**src/rtl/mem_arbiter_if.sv**
```systemverilog
// Bundle of instruction, data and memory request/response signals for mem_arbiter.
// master = arbiter view; slave = requesters plus memory.
interface mem_arbiter_if;
  logic        i_req_valid;
  logic [31:0] i_addr;
  logic        i_req_ack;
  logic [31:0] i_rdata;
  logic        i_rvalid;
  logic        i_rack;

  logic        d_rd;
  logic        d_wr;
  logic [31:0] d_addr;
  logic [31:0] d_wdata;
  logic [3:0]  d_wstrb;
  logic        d_req_ack;
  logic [31:0] d_rdata;
  logic        d_rvalid;
  logic        d_rack;

  logic [31:0] m_addr;
  logic        m_rd;
  logic        m_wr;
  logic [31:0] m_wdata;
  logic [3:0]  m_wstrb;
  logic        m_req_ack;
  logic [31:0] m_rdata;
  logic        m_rvalid;
  logic        m_rack;

  modport master (
    input  i_req_valid, i_addr, i_rack,
    input  d_rd, d_wr, d_addr, d_wdata, d_wstrb, d_rack,
    input  m_req_ack, m_rdata, m_rvalid,
    output i_req_ack, i_rdata, i_rvalid,
    output d_req_ack, d_rdata, d_rvalid,
    output m_addr, m_rd, m_wr, m_wdata, m_wstrb, m_rack
  );

  modport slave (
    output i_req_valid, i_addr, i_rack,
    output d_rd, d_wr, d_addr, d_wdata, d_wstrb, d_rack,
    output m_req_ack, m_rdata, m_rvalid,
    input  i_req_ack, i_rdata, i_rvalid,
    input  d_req_ack, d_rdata, d_rvalid,
    input  m_addr, m_rd, m_wr, m_wdata, m_wstrb, m_rack
  );
endinterface

```
**src/rtl/mem_arbiter.sv**
```systemverilog
// Two-port (instruction/data) arbiter onto one memory port, one transaction in flight, alternating on ties.
// Grant one cycle after a request is seen idle; ARB_PERF_CNT_EN adds grant/conflict counters.
module mem_arbiter #(
  parameter bit INIT_PRIO = 1'b0
) (
  input  logic          clk,
  input  logic          rst,
  mem_arbiter_if.master bus
`ifdef ARB_PERF_CNT_EN
  ,
  output logic [31:0]   cnt_i_grant,
  output logic [31:0]   cnt_d_grant,
  output logic [31:0]   cnt_conflict
`endif
);

  typedef enum logic [4:0] {
    IDLE  = 5'b00001,
    GNT_I = 5'b00010,
    RSP_I = 5'b00100,
    GNT_D = 5'b01000,
    RSP_D = 5'b10000
  } state_t;

  state_t state, state_next;
  logic   last_gnt;
  logic   req_i, req_d;
  logic   enter_i, enter_d;

  assign req_i   = bus.i_req_valid;
  assign req_d   = bus.d_rd | bus.d_wr;
  assign enter_i = (state == IDLE) && (state_next == GNT_I);
  assign enter_d = (state == IDLE) && (state_next == GNT_D);

  always_ff @(posedge clk) begin
    if (rst) begin
      state    <= IDLE;
      last_gnt <= ~INIT_PRIO;
    end else begin
      state <= state_next;
      if (enter_i)
        last_gnt <= 1'b0;
      else if (enter_d)
        last_gnt <= 1'b1;
    end
  end

  always_comb begin
    state_next    = state;
    bus.m_addr    = '0;
    bus.m_rd      = 1'b0;
    bus.m_wr      = 1'b0;
    bus.m_wdata   = '0;
    bus.m_wstrb   = '0;
    bus.m_rack    = 1'b0;
    bus.i_req_ack = 1'b0;
    bus.i_rdata   = '0;
    bus.i_rvalid  = 1'b0;
    bus.d_req_ack = 1'b0;
    bus.d_rdata   = '0;
    bus.d_rvalid  = 1'b0;

    case (state)
      IDLE: begin
        // On a tie, the port that did not win last time goes first.
        if (req_i && (!req_d || last_gnt))
          state_next = GNT_I;
        else if (req_d)
          state_next = GNT_D;
      end

      GNT_I: begin
        if (req_i) begin
          bus.m_addr    = bus.i_addr;
          bus.m_rd      = 1'b1;
          bus.i_req_ack = bus.m_req_ack;
          if (bus.m_req_ack)
            state_next = RSP_I;
        end else begin
          state_next = IDLE;
        end
      end

      GNT_D: begin
        if (req_d) begin
          bus.m_addr    = bus.d_addr;
          bus.m_wdata   = bus.d_wdata;
          bus.m_wstrb   = bus.d_wstrb;
          bus.m_rd      = bus.d_rd & ~bus.d_wr;
          bus.m_wr      = bus.d_wr;
          bus.d_req_ack = bus.m_req_ack;
          if (bus.m_req_ack)
            state_next = bus.d_wr ? IDLE : RSP_D;
        end else begin
          state_next = IDLE;
        end
      end

      RSP_I: begin
        bus.i_rdata  = bus.m_rdata;
        bus.i_rvalid = bus.m_rvalid;
        bus.m_rack   = bus.i_rack;
        if (bus.m_rvalid && bus.i_rack)
          state_next = IDLE;
      end

      RSP_D: begin
        bus.d_rdata  = bus.m_rdata;
        bus.d_rvalid = bus.m_rvalid;
        bus.m_rack   = bus.d_rack;
        if (bus.m_rvalid && bus.d_rack)
          state_next = IDLE;
      end

      default: state_next = IDLE;
    endcase
  end

`ifdef ARB_PERF_CNT_EN
  always_ff @(posedge clk) begin
    if (rst) begin
      cnt_i_grant  <= '0;
      cnt_d_grant  <= '0;
      cnt_conflict <= '0;
    end else begin
      if (enter_i)
        cnt_i_grant <= cnt_i_grant + 32'd1;
      if (enter_d)
        cnt_d_grant <= cnt_d_grant + 32'd1;
      if ((state == IDLE) && req_i && req_d)
        cnt_conflict <= cnt_conflict + 32'd1;
    end
  end
`endif

endmodule
```
**src/flat_wrapper.sv**
```systemverilog
// flat-port wrapper written by rule: the top's interface ports become plain ports
module mem_arbiter_flat 
#(
  parameter bit INIT_PRIO = 1'b0
)
  (clk, rst, bus_i_req_valid, bus_i_addr, bus_i_rack, bus_d_rd, bus_d_wr, bus_d_addr, bus_d_wdata, bus_d_wstrb, bus_d_rack, bus_m_req_ack, bus_m_rdata, bus_m_rvalid, bus_i_req_ack, bus_i_rdata, bus_i_rvalid, bus_d_req_ack, bus_d_rdata, bus_d_rvalid, bus_m_addr, bus_m_rd, bus_m_wr, bus_m_wdata, bus_m_wstrb, bus_m_rack);
  mem_arbiter_if bus_i ();
  input  logic clk;
  input  logic rst;
  input wire logic [$bits(bus_i.i_req_valid)-1:0] bus_i_req_valid;
  input wire logic [$bits(bus_i.i_addr)-1:0] bus_i_addr;
  input wire logic [$bits(bus_i.i_rack)-1:0] bus_i_rack;
  input wire logic [$bits(bus_i.d_rd)-1:0] bus_d_rd;
  input wire logic [$bits(bus_i.d_wr)-1:0] bus_d_wr;
  input wire logic [$bits(bus_i.d_addr)-1:0] bus_d_addr;
  input wire logic [$bits(bus_i.d_wdata)-1:0] bus_d_wdata;
  input wire logic [$bits(bus_i.d_wstrb)-1:0] bus_d_wstrb;
  input wire logic [$bits(bus_i.d_rack)-1:0] bus_d_rack;
  input wire logic [$bits(bus_i.m_req_ack)-1:0] bus_m_req_ack;
  input wire logic [$bits(bus_i.m_rdata)-1:0] bus_m_rdata;
  input wire logic [$bits(bus_i.m_rvalid)-1:0] bus_m_rvalid;
  output wire logic [$bits(bus_i.i_req_ack)-1:0] bus_i_req_ack;
  output wire logic [$bits(bus_i.i_rdata)-1:0] bus_i_rdata;
  output wire logic [$bits(bus_i.i_rvalid)-1:0] bus_i_rvalid;
  output wire logic [$bits(bus_i.d_req_ack)-1:0] bus_d_req_ack;
  output wire logic [$bits(bus_i.d_rdata)-1:0] bus_d_rdata;
  output wire logic [$bits(bus_i.d_rvalid)-1:0] bus_d_rvalid;
  output wire logic [$bits(bus_i.m_addr)-1:0] bus_m_addr;
  output wire logic [$bits(bus_i.m_rd)-1:0] bus_m_rd;
  output wire logic [$bits(bus_i.m_wr)-1:0] bus_m_wr;
  output wire logic [$bits(bus_i.m_wdata)-1:0] bus_m_wdata;
  output wire logic [$bits(bus_i.m_wstrb)-1:0] bus_m_wstrb;
  output wire logic [$bits(bus_i.m_rack)-1:0] bus_m_rack;
  assign bus_i.i_req_valid = bus_i_req_valid;
  assign bus_i.i_addr = bus_i_addr;
  assign bus_i.i_rack = bus_i_rack;
  assign bus_i.d_rd = bus_d_rd;
  assign bus_i.d_wr = bus_d_wr;
  assign bus_i.d_addr = bus_d_addr;
  assign bus_i.d_wdata = bus_d_wdata;
  assign bus_i.d_wstrb = bus_d_wstrb;
  assign bus_i.d_rack = bus_d_rack;
  assign bus_i.m_req_ack = bus_m_req_ack;
  assign bus_i.m_rdata = bus_m_rdata;
  assign bus_i.m_rvalid = bus_m_rvalid;
  assign bus_i_req_ack = bus_i.i_req_ack;
  assign bus_i_rdata = bus_i.i_rdata;
  assign bus_i_rvalid = bus_i.i_rvalid;
  assign bus_d_req_ack = bus_i.d_req_ack;
  assign bus_d_rdata = bus_i.d_rdata;
  assign bus_d_rvalid = bus_i.d_rvalid;
  assign bus_m_addr = bus_i.m_addr;
  assign bus_m_rd = bus_i.m_rd;
  assign bus_m_wr = bus_i.m_wr;
  assign bus_m_wdata = bus_i.m_wdata;
  assign bus_m_wstrb = bus_i.m_wstrb;
  assign bus_m_rack = bus_i.m_rack;
  mem_arbiter #(.INIT_PRIO(INIT_PRIO)) u_core (.clk(clk), .rst(rst), .bus(bus_i));
endmodule
```
**config.mk**
```make
export PLATFORM = sky130hd
export DESIGN_NAME = mem_arbiter_flat
export DESIGN_NICKNAME = d
export VERILOG_FILES = /design/src/rtl/mem_arbiter_if.sv /design/src/rtl/mem_arbiter.sv /design/src/flat_wrapper.sv
export SDC_FILE = /design/constraint.sdc
export NUM_CORES = 1
export LEC_CHECK = 0
export BUFFER_PORTS_ARGS = -buffer_cell sky130_fd_sc_hd__buf_2
export CAP_MARGIN = 20
export CORE_AREA = 2 2 109 111
export DETAILED_ROUTE_END_ITERATION = 10
export DIE_AREA = 0 0 111 113
export PLACE_DENSITY = 0.56
export SETUP_SLACK_MARGIN = 0.1
export SYNTH_ARGS = -nofsm -noshare
export SYNTH_HDL_FRONTEND = slang
export SYNTH_SLANG_ARGS = --single-unit
```
**constraint.sdc**
```tcl
create_clock -name clk -period 1.5 [get_ports clk]
set_input_delay 0.075 -clock clk [delete_from_list [all_inputs] [get_ports clk]]
set_output_delay 0.075 -clock clk [all_outputs]
set_load 0.01 [all_outputs]
```
# Yosys cells after proc, flatten, opt, wreduce, memory -nomap -nowiden
# Cells that the tools add are included.
# Widths: inputs -> output; s select.
# totals
regBits	6
out_inout_bits	139
elab_cells	53
inputBits	141
# op_classes
n_bitwise	3
muxes	33
n_reduce_logical	8
eq_ne	7
# op_table
op	count
$mux 32	6
$pmux 32 s2	1
$mux 5	9
$pmux 5 s5	1
$mux 1	12
$eq 5x2->1 const B	2
$eq 5x4->1 const B	2
$mux 4	2
$eq 5x1->1 const B	1
$eq 5x3->1 const B	1
$eq 5x5->1 const B	1
$logic_and 1x1->1	5
$pmux 1 s2	2
$reduce_bool 2->1	1
$and 1x1->1	1
$logic_not 1->1	1
$logic_or 1x1->1	1
$not 1->1	1
$or 1x1->1	1

# Logic depth before layout (Yosys ltp)
# Gate-level depths: netlist of run 1.
# depth
depth_word	10
ltp_mapped	7
ltp_nobuf	4

# Least setup slack after synthesis of run 1
# No wires, ideal clock.
# synth_path
path_type	reg-to-reg
from	reg u_core.state[1]
to	reg u_core.state[3]
path_slack_ns	-0.050
period_less_slack_ns	1.550
setup_ns	0.079
required_ns	1.421
stages_incl_launch_ff	7
n_path_buf	2
arrival_ns	1.470
path_cell_list	dfxtp_1 > buf_4 > nor4_4 > nor3b_4 > buf_6 > o21bai_1 > a211oi_2
# synth_via
elab_chain_len	2
elab_cells_between_ends	6
classes_between	eq/ne: 5; mux: 1
# synth_lines
item	line	rtl
from (decl)	mem_arbiter.sv:25	state_t state, state_next;
from (signal assigned)	mem_arbiter.sv:40	state <= state_next;
$eq 5x5->1, or another cell as far along	mem_arbiter.sv:63	case (state)
$pmux 5 s5 (*)	mem_arbiter.sv:63	
# Mark *: on every way between the ends. The rest lies on a longest branch, timed or not.
# A chain may end at the register's enable or synchronous reset.

# Worst setup path in the final report of run 1
# layout_path
from	reg u_core.state[0]
to	out bus_m_addr[24]
# layout_via
elab_chain_len	2
elab_cells_between_ends	3
classes_between	eq/ne: 2; mux: 1
# layout_lines
item	line	rtl
$eq 5x4->1 or $eq 5x2->1 (tied branches)	mem_arbiter.sv:63	
$pmux 32 s2 (*)	mem_arbiter.sv:63	
to (decl)	flat_wrapper.sv:28	output wire logic [$bits(bus_i.m_addr)-1:0] bus_m_addr;
# Marks and branches as above.

==> reports/results.tsv, run 1 <==
stage	metric	value	unit
synth	Seq/Total Area, Yosys	8.07	%
layout	Layout area overhead	196	%
power	switching power	396	uW
setup_path	Crit path max-delay family	simple AND/OR/NAND/NOR gates	
setup_path	WP buf/inv	3	
layout	NumNets Final	664	
route	First-pass DRT Iterations	4	
route	post-route ant nets	0	
setup_path	Arr. time, crit path	1780	ps
die	Core Region	11300	um2
timing	relative slew slack	78.6	%
setup_path	CP required	1420	ps
synth	Post-synth EDFFs	0	
global_route	first-pass GRT wire length	16500	um
route	number of remaining DRC errors	0	
die	Die Y	113	um
synth	YS warnings	0	
synth	syn nets	355	
global_route	largest net degree at the start of global routing	36	
synth	predominant post-synthesis flop cell	dfxtp_1	
power	clock share of power	35.4	%
layout	share of cells above drive strength 1	77.2	%
cts	worst skew pair latency	240	ps
layout	footprint of the multi-input gates	1450	um2
route	vias per std cell	4.46	
die	die area	12500	um2
timing	FMAX	538	MHz
route	Wirelength per Cell	18.1	um
setup_path	ordered list of cells on the worst path	nor4_4 > nor3b_4 > buf_6 > buf_12 > a22o_1 > buf_2	
flow_run	max-cap viol count	0	
cts	TritonCTS Sinks	6	
timing	# setup viols final	139	
cts	CTS Buf Count	3	
route	initial DRC count	169	
global_route	initial antenna violation count	3	
cts	clock root buffer	clkbuf_16	
power	share of power burned in registers	15.9	%
timing	final period utilization	124	%
timing	Worst Tran Pin Value	319	ps
timing	Final Hold Vio Count	0	
timing	Worst Skew	4.92	ps
setup_path	CP endpoint kind	output port	
placed_design	post-DP HPWL	8010	um
power	Leak	2.46	nW
synth	synthesized flop and latch total	6	
setup_path	crit path max fanout	5	
power	Net Sw Frac	31.2	%
power	P per Cell Area	289	nW/um2
outcome	outcome	finished with violations	
die	FP Rows	39	
global_route	vias in the first global route	2944	
min_path	worst min path class	input port to register	
die	Chip Width	111	um
route	WL final	12000	um
timing	fin crit period	1860	ps
synth	syn_area_per_cell	6.95	um2
die	# IOs	280	
die	starting density of the core	13.2	%
layout	Storage cell area	134	um2
layout	fillers	1115	
setup_path	crit path launch type	register	
timing	Final Slew Violations	0	
synth	post-synth cell types	38	
power	Comb power frac	48.7	%
synth	Cells after Synth	214	
layout	final cell count without fillers	665	
power	internal power	876	uW
placed_design	RePlAce Congestion	0.930	
route	Vias	2965	
outcome	failing checks	negative setup slack	
placed_design	Post-Place Setup Slack	-146	ps
power	VDD IR-drop max	0.342	mV
cts	Bufs on Longest Clock Path	2	
global_route	GR Overflow Total	0	
cts	H-tree levels	1	
timing	final worst slack	-358	ps
placed_design	dpl cells	629	
synth	async set-reset flop share out of synthesis	0	%
placed_design	PortBufs	279	
setup_path	slowest CP cell	dfxtp_4	
cts	CTS tree	built	
setup_path	WS Path Type	register to output port	
synth	Cell Area, Synth	1490	um2
cts	CTS clock-pin slew for the worst setup and hold paths	40	ps
setup_path	CP max stage delay	340	ps
timing	RSZ-0062 raised after global routing	true	
global_route	GRT Overall Usage	16.7	%
==> power groups by stage <==
stage                     registers [mW]  clock network, mW  logic, mW
final                              0.203              0.450      0.620
after global routing               0.205              0.459      0.665
after CTS                          0.200              0.450      0.580
after detailed placement           0.203                  0      0.483
after global placement             0.201                  0      0.478
after floorplan                    0.193                  0      0.191
==> stage by stage <==
step | total power [mW] | hold WS, ps | instance area (um2) | util [%] | setup TNS (ps)
2_1_floorplan | 0.384 | 137 | 1540 | - | -388
3_3_place_gp | 0.679 | 312 | 3140 | 27.9 | -1030
3_5_place_dp | 0.686 | 311 | 3140 | 27.9 | -6140
4_1_cts | 1.23 | 68.2 | 3840 | 34.0 | -33440
5_1_grt | 1.33 | 91.5 | 4410 | 39.1 | -44180
6_report | 1.27 | 65.3 | 4410 | 39.1 | -33910
==> logic make-up after synthesis <==
logic type	after synthesis	synth area share (%)
buf+inv	24	7.40
xor+xnor	1	0.589
compound gates	49	27.3
simple gates	134	56.6
flops	6	8.07
==> synthesized netlist by cell type, types with 2 or more instances <==
master	instances	area (um2)
dfxtp_1	6	120
nand4_1	2	12.5
nor2b_1	3	18.8
buf_2	6	30.0
nor3_1	2	10.0
and3_1	2	12.5
and2_1	105	657
nor2_1	5	18.8
nand3_1	2	10.0
a22o_1	33	289
a21oi_1	2	10.0
nand2_1	6	22.5
inv_1	2	7.51
o21ai_0	3	15.0
clkbuf_1	12	45.0
==> per-layer routing <==
layer  vias to the layer above  track usage (%)  routed length (um)
met4                         4             4.00                 195
met1                      1381             19.2                4420
met5                         -                0                  33
li1                       1364                -                   -
met2                       196             31.3                6360
met3                        20             3.59                1010
==> layout make-up <==
| type | count | area share [%] |
|---|---|---|
| multi-input combinational | 184 | 33.0 |
| timing repair buffer | 326 | 58.0 |
| inverter | 2 | 0.170 |
| tap | 143 | 4.06 |
| clock buffer | 3 | 1.70 |
| sequential | 6 | 3.04 |
| antenna | 1 | 0.0568 |
==> registers in the layout, indices dropped and copies added (netlist names) <==
register	cells
u_core.state	5
u_core.last_gnt	1
==> cell usage in the layout, fill, tap and decap left out, drive strengths merged, types with 2 or more instances in the layout <==
master	instances
nand2	6
inv	2
nand4	2
nand3	2
clkbuf	9
nor3	2
nor4	2
nor2b	3
a22o	33
dfxtp	6
and2	105
bufbuf	2
a21oi	2
and3	2
nor2	5
o21ai	3
buf	318
==> what timing repair did <==
| action | CTS | global route |
|---|---|---|
| resized for setup | 68 | 88 |
| hold buffers | 0 | 0 |
| pin swaps | 10 | 39 |
| setup endpoints to repair | 143 | 142 |
| cloned | 10 | 6 |
| setup buffers | 12 | 4 |
==> worst paths after layout <==
kind,start,end,slack [ps],cells past startpoint
worst max-delay path,u_core.state[0]$_SDFF_PP1_,bus_m_addr[24],-360,6
worst min-delay path,rst,u_core.state[4]$_SDFF_PP0_,70,2
worst max register to register,u_core.state[3]$_SDFF_PP0_,u_core.state[3]$_SDFF_PP0_,-100,7
worst min register to register,u_core.last_gnt$_SDFFE_PP1P_,u_core.last_gnt$_SDFFE_PP1P_,570,1
(Power assumes the default switching activity.)
==> inputs of run 2 (changes only) <==
--- a/config.mk
+++ b/config.mk
@@ -7,10 +7,13 @@
 export LEC_CHECK = 0
 export BUFFER_PORTS_ARGS = -buffer_cell sky130_fd_sc_hd__buf_2
 export CAP_MARGIN = 20
-export CORE_AREA = 2 2 109 111
+export CELL_PAD_IN_SITES_DETAIL_PLACEMENT = 1
+export CELL_PAD_IN_SITES_GLOBAL_PLACEMENT = 1
+export CORE_ASPECT_RATIO = 1.25
+export CORE_MARGIN = 1.5
+export CORE_UTILIZATION = 13
 export DETAILED_ROUTE_END_ITERATION = 10
-export DIE_AREA = 0 0 111 113
-export PLACE_DENSITY = 0.56
+export PLACE_DENSITY = 0.86
 export SETUP_SLACK_MARGIN = 0.1
 export SYNTH_ARGS = -nofsm -noshare
 export SYNTH_HDL_FRONTEND = slang
==> run 2 against run 1 <==
The run ends with design-rule violations, negative setup slack left. Combinational power grew 14%. First-iteration DRC count shrank 30%. Via count grew 1.7%. Routed wire length grew 24%. Count of clock-buffer cells in the layout is the same. Hold slack gained 11 ps. Critical path depth grew 1. Final cell count grew 0.75%. Utilization grew 4.5 points. Cell area grew 10%. Sequential share of layout area shrank 0.23 points.
==> reports/results.tsv, run 2 (synthesis results as in run 1) <==
stage	metric	value	unit	change
cts	worst skew pair latency	230	ps	about the same
layout	post-route cell area	4850	um2	+10%
timing	RSZ-0062 raised after global routing	true		
die	FP Rows	43		+10%
placed_design	post-DP HPWL	10200	um	+27%
setup_path	CP required	1420	ps	about the same
global_route	GR Util met1	23.5	%	+4.3 points
timing	FMAX	528	MHz	-1.9%
setup_path	crit path max fanout	5		unchanged
cts	Bufs on Longest Clock Path	2		unchanged
die	# IOs	280		unchanged
layout	Final Util	43.6	%	+4.5 points
global_route	met3 Usage GRT	5.01	%	+1.4 points
layout	Largest register FFs	5		unchanged
timing	relative slew slack	78.3	%	-0.27 points
cts	H-tree levels	1		unchanged
global_route	met2 usage	40.5	%	+9.1 points
global_route	GRT Overall Usage	21.4	%	+4.7 points
route	number of remaining DRC errors	22		+22
die	Chip Width	98.7	um	-11%
cts	CTS Buf Count	3		unchanged
global_route	first-pass GRT wire length	19300	um	+17%
layout	most frequent cells in the layout	181 x buf_2, 106 x buf_6, 82 x and2_4, 31 x a22o_1		
timing	fin crit period	1890	ps	+36.6 ps
route	initial DRC count	119		-30%
layout	largest registers	u_core.state (5), u_core.last_gnt (1)		
global_route	Top Usage Layer GRT	met2		
cts	clock root buffer	clkbuf_16		
die	Die Y	123	um	+8.5%
timing	final period utilization	126	%	+2.4 points
setup_path	WS Path Type	register to output port		
layout	most common cell after layout, fill and taps aside	buf_2		
timing	Worst Skew	0.169	ps	-4.75 ps
route	post-route ant nets	0		unchanged
setup_path	Reg2Reg Launch Point	u_core.state[2]$_SDFF_PP0_		
power	Leak	2.60	nW	+5.3%
power	Power Total	1.35	mW	+6.4%
flow_run	max-cap viol count	0		unchanged
cts	hold_buf cts	0		unchanged
layout	share of cells above drive strength 1	84.1	%	+6.9 points
cts	CTS clock-pin slew for the worst setup and hold paths	30	ps	about the same
placed_design	PortBufs	279		unchanged
route	Vias	3014		+1.7%
global_route	GR Overflow Total	0		unchanged
setup_path	Critical Path Source	u_core.state[2]$_SDFF_PP0_		
die	die area	12100	um2	-3.5%
outcome	outcome	finished with violations		
power	P per Cell Area	279	nW/um2	-3.4%
placed_design	Post-Place Setup Slack	-178	ps	-32.0 ps
setup_path	CP endpoint kind	output port		
route	Wirelength per Cell	22.2	um	+23%
min_path	worst min path class	input port to register		
route	vias per std cell	4.50		+0.89%
placed_design	Placed Area	3210	um2	+2.2%
global_route	initial antenna violation count	1		-2
setup_path	Arr. time, crit path	1820	ps	+40 ps
cts	TritonCTS Sinks	6		unchanged
timing	# setup viols final	141		+1.4%
layout	Layout area overhead	226	%	
timing	Worst Tran Pin Value	323	ps	+3.80 ps
timing	Final Slew Violations	0		unchanged
power	VDD IR-drop max	0.220	mV	-36%
layout	NumNets Final	677		+2.0%
die	Core Region	11100	um2	-1.2%
global_route	vias in the first global route	3209		+9.0%
cts	CTS tree	built		
route	WL final	14900	um	+24%
timing	final worst slack	-394	ps	-36.6 ps
timing	Setup TNS	-41610	ps	-7700 ps
die	starting density of the core	13.4	%	+0.16 points
layout	Most flops, register	u_core.state		
timing	Final Hold Vio Count	0		unchanged
min_path	min-delay src	rst		
setup_path	crit path launch type	register		
route	First-pass DRT Iterations	7		+3
layout	fillers	1277		+15%
global_route	largest net degree at the start of global routing	34		-5.6%
placed_design	RePlAce Congestion	0.888		-4.5%
outcome	failing checks	design-rule violations, negative setup slack		
[run 2: cell count changes in the layout (fill, tap and decap cells not counted), sizes merged]
cell	change
bufbuf	-2
buf	+16
clkbuf	-1
[run 2: per-stage QoR]
| stage | hold WS (ps) | std cells |
|---|---|---|
| after detailed placement | 311 | 628 |
| after global placement | 306 | 628 |
| after global routing | 93.3 | 670 |
| final | 76.2 | 670 |
| after floorplan | 137 | 214 |
| after CTS | 72.7 | 658 |
[run 2: power by group]
group | leakage (nW) | switching, mW | internal, mW
clock | 0.0370 | 0.0983 | 0.343
combinational | 2.51 | 0.313 | 0.395
sequential | 0.0521 | 0.0271 | 0.177
total | 2.60 | 0.438 | 0.915
[run 2: repair_timing]
item	in CTS	in global routing
gates resized for setup	123	128
pin swaps	24	60
setup endpoints to repair	142	144
gates cloned	10	7
buffers inserted	17	8
[run 2: worst paths after layout]
| kind | end | slack, ps | cells past startpoint |
|---|---|---|---|
| max | bus_m_addr[14] | -390 | 7 |
| min | u_core.state[4]$_SDFF_PP0_ | 80 | 2 |
| min reg2reg | u_core.last_gnt$_SDFFE_PP1P_ | 580 | 1 |
| max reg2reg | u_core.state[3]$_SDFF_PP0_ | -290 | 8 |
[run 2: area by class of cell]
cell class,count,area (um2),share of cell area [%]
diodes,1,2.50,0.0516
repair buffers,339,2900,59.8
multi-input cells,184,1560,32.2
flip-flops and latches,6,136,2.81
inverters,2,7.51,0.155
clock buffers,3,75.1,1.55
well taps,135,169,3.48
[run 2: per-layer routing]
metal / routed length (um) / share of wire (%) / vias up
li1: - / - / 1382
met1: 5370 / 36 / 1398
met2: 7570 / 51 / 206
met3: 1400 / 9.4 / 28
met4: 515 / 3.5 / 0
met5: 0 / 0 / -
[run 2: worst max-delay path, cell delays in order (launching register included)]
cell       delay (ps)
dfxtp_4           350
nor4_4            300
nor3b_4           250
buf_6             150
buf_8             130
clkbuf_16         150
a22o_1            130
buf_2             130
==> inputs of run 3 (changes only) <==
==> constraint.sdc (replaced) <==
create_clock -name clk -period 1.61 [get_ports clk]
set_input_delay 0.0805 -clock clk [delete_from_list [all_inputs] [get_ports clk]]
set_output_delay 0.0805 -clock clk [all_outputs]
set_load 0.01 [all_outputs]
==> run 3 against run 2 <==
Sequential share of layout area up 0.11 points. Global-route usage shrank 2.3 points. Combinational power decreased by 14%. Cell area fell by 3.7%. Clock skew is essentially flat. Critical path depth is the same. Largest power group unchanged. Critical endpoint is now bus_m_wdata[30]. The run still ends with design-rule violations, negative setup slack left. Highest routed layer unchanged. Non-clock buffer count decreased by 17. Clock power is 2% lower. Sequential power down 6%.
==> reports/results.tsv, run 3 (synthesis results as in run 1) <==
stage	metric	value	unit	change
global_route	first-pass GRT wire length	17100	um	-11%
timing	fin crit period	1950	ps	
route	First-pass DRT Iterations	8		+1
cts	CTS clock-pin slew for the worst setup and hold paths	40	ps	about the same
global_route	GRT Overall Usage	19.1	%	-2.3 points
die	# IOs	280		unchanged
timing	Final Hold Vio Count	0		unchanged
min_path	worst min path class	input port to register		
outcome	failing checks	design-rule violations, negative setup slack		
die	Core Region	11100	um2	unchanged
layout	Most flops, register	u_core.state		
die	starting density of the core	13.4	%	unchanged
route	vias per std cell	4.77		+6.0%
global_route	initial antenna violation count	0		-1
power	Power Total	1.23	mW	-9.2%
layout	largest registers	u_core.state (5), u_core.last_gnt (1)		
layout	Final Util	42.0	%	-1.6 points
cts	Bufs on Longest Clock Path	2		unchanged
layout	share of cells above drive strength 1	84.5	%	+0.44 points
setup_path	CP endpoint kind	output port		
route	number of remaining DRC errors	22		unchanged
die	FP Rows	43		unchanged
route	WL final	15500	um	+4.6%
placed_design	RePlAce Congestion	0.848		-4.5%
timing	relative slew slack	68.5	%	-9.8 points
layout	Largest register FFs	5		unchanged
die	Chip Width	98.7	um	unchanged
global_route	largest net degree at the start of global routing	33		-2.9%
placed_design	post-DP HPWL	9010	um	-12%
layout	diode count	0		-1
cts	worst skew pair latency	240	ps	about the same
timing	final period utilization	121	%	
layout	most common cell after layout, fill and taps aside	buf_2		
flow_run	max-cap viol count	0		unchanged
placed_design	Post-Place Setup Slack	-119	ps	+58.6 ps
placed_design	dpl cells	617		-1.8%
layout	final cell count without fillers	652		-2.7%
timing	# setup viols final	142		+0.71%
setup_path	CP required	1530	ps	+110 ps
route	Vias	3108		+3.1%
layout	NumNets Final	660		-2.5%
die	Die Y	123	um	unchanged
cts	TritonCTS Sinks	6		unchanged
placed_design	PortBufs	279		unchanged
layout	most frequent cells in the layout	181 x buf_2, 109 x buf_6, 89 x and2_4, 27 x a22o_1, 16 x and2_1		
timing	Worst Tran Pin Value	468	ps	+146 ps
power	VDD IR-drop max	0.347	mV	+58%
setup_path	crit path max fanout	8		+3
timing	hold_ws	80.2	ps	+4.01 ps
timing	FMAX	512	MHz	
route	post-route ant nets	0		unchanged
power	P per Cell Area	263	nW/um2	-5.7%
outcome	outcome	finished with violations		
route	initial DRC count	102		-14%
timing	Worst Skew	0.613	ps	+0.444 ps
timing	RSZ-0062 raised after global routing	true		
timing	Final Slew Violations	0		unchanged
die	die area	12100	um2	unchanged
setup_path	crit path launch type	register		
setup_path	Arr. time, crit path	1870	ps	+50 ps
placed_design	Placed Area	3060	um2	-4.7%
power	Leak	2.52	nW	-3.1%
global_route	GR Overflow Total	0		unchanged
layout	Layout area overhead	214	%	
cts	H-tree levels	1		unchanged
cts	CTS Buf Count	3		unchanged
layout	post-route cell area	4670	um2	-3.7%
setup_path	WS Path Type	register to output port		
global_route	vias in the first global route	2967		-7.5%
cts	clock root buffer	clkbuf_16		
route	Wirelength per Cell	23.8	um	+7.5%
cts	CTS tree	built		
timing	final worst slack	-344	ps	+50.6 ps
timing	Setup TNS	-24000	ps	+17,610 ps
run 3: timing repair:
item / CTS / global route
hold buffers: 0 / 0
cloned: 10 / 7
setup endpoints to repair: 140 / 145
resized for setup: 58 / 197
setup buffers: 10 / 7
pin swaps: 8 / 73
run 3: path summary, 6_finish.rpt:
path | slack (ps) | endpoint | cells after the start | from
min reg2reg | 610 | u_core.last_gnt$_SDFFE_PP1P_ | 1 | u_core.last_gnt$_SDFFE_PP1P_
min | 80 | u_core.state[1]$_SDFF_PP0_ | 2 | rst
max | -340 | bus_m_wdata[30] | 7 | u_core.state[4]$_SDFF_PP0_
max reg2reg | -80 | u_core.state[2]$_SDFF_PP0_ | 9 | u_core.state[1]$_SDFF_PP0_
run 3: layout make-up:
type	count	area [um2]
fillers	1313	6460
repair buffers	322	2700
multi-input cells	184	1590
well taps	135	169
flip-flops and latches	6	136
clock buffers	3	75.1
inverters	2	7.51
run 3: layer usage:
layer	GRT usage (%)	vias to the layer above	share of wire [%]
li1	-	1352	-
met5	0	-	0
met3	5.41	45	10
met2	38.9	232	53
met1	18.8	1479	33
met4	4.38	0	4.1
run 3: worst max-delay path, stage by stage, from the launching register on:
cell and delay, ps:
dfxtp_4 350, nor4_4 290, nor3b_4 230, buf_6 170
buf_8 140, clkbuf_16 160, and2_1 140, buf_2 150
run 3: where the power goes:
group	switching [mW]	leakage, nW	internal, mW	total (mW)
clock	0.109	0.0370	0.321	0.431
combinational	0.280	2.43	0.327	0.606
sequential	0.0279	0.0521	0.164	0.192
total	0.417	2.52	0.812	1.23
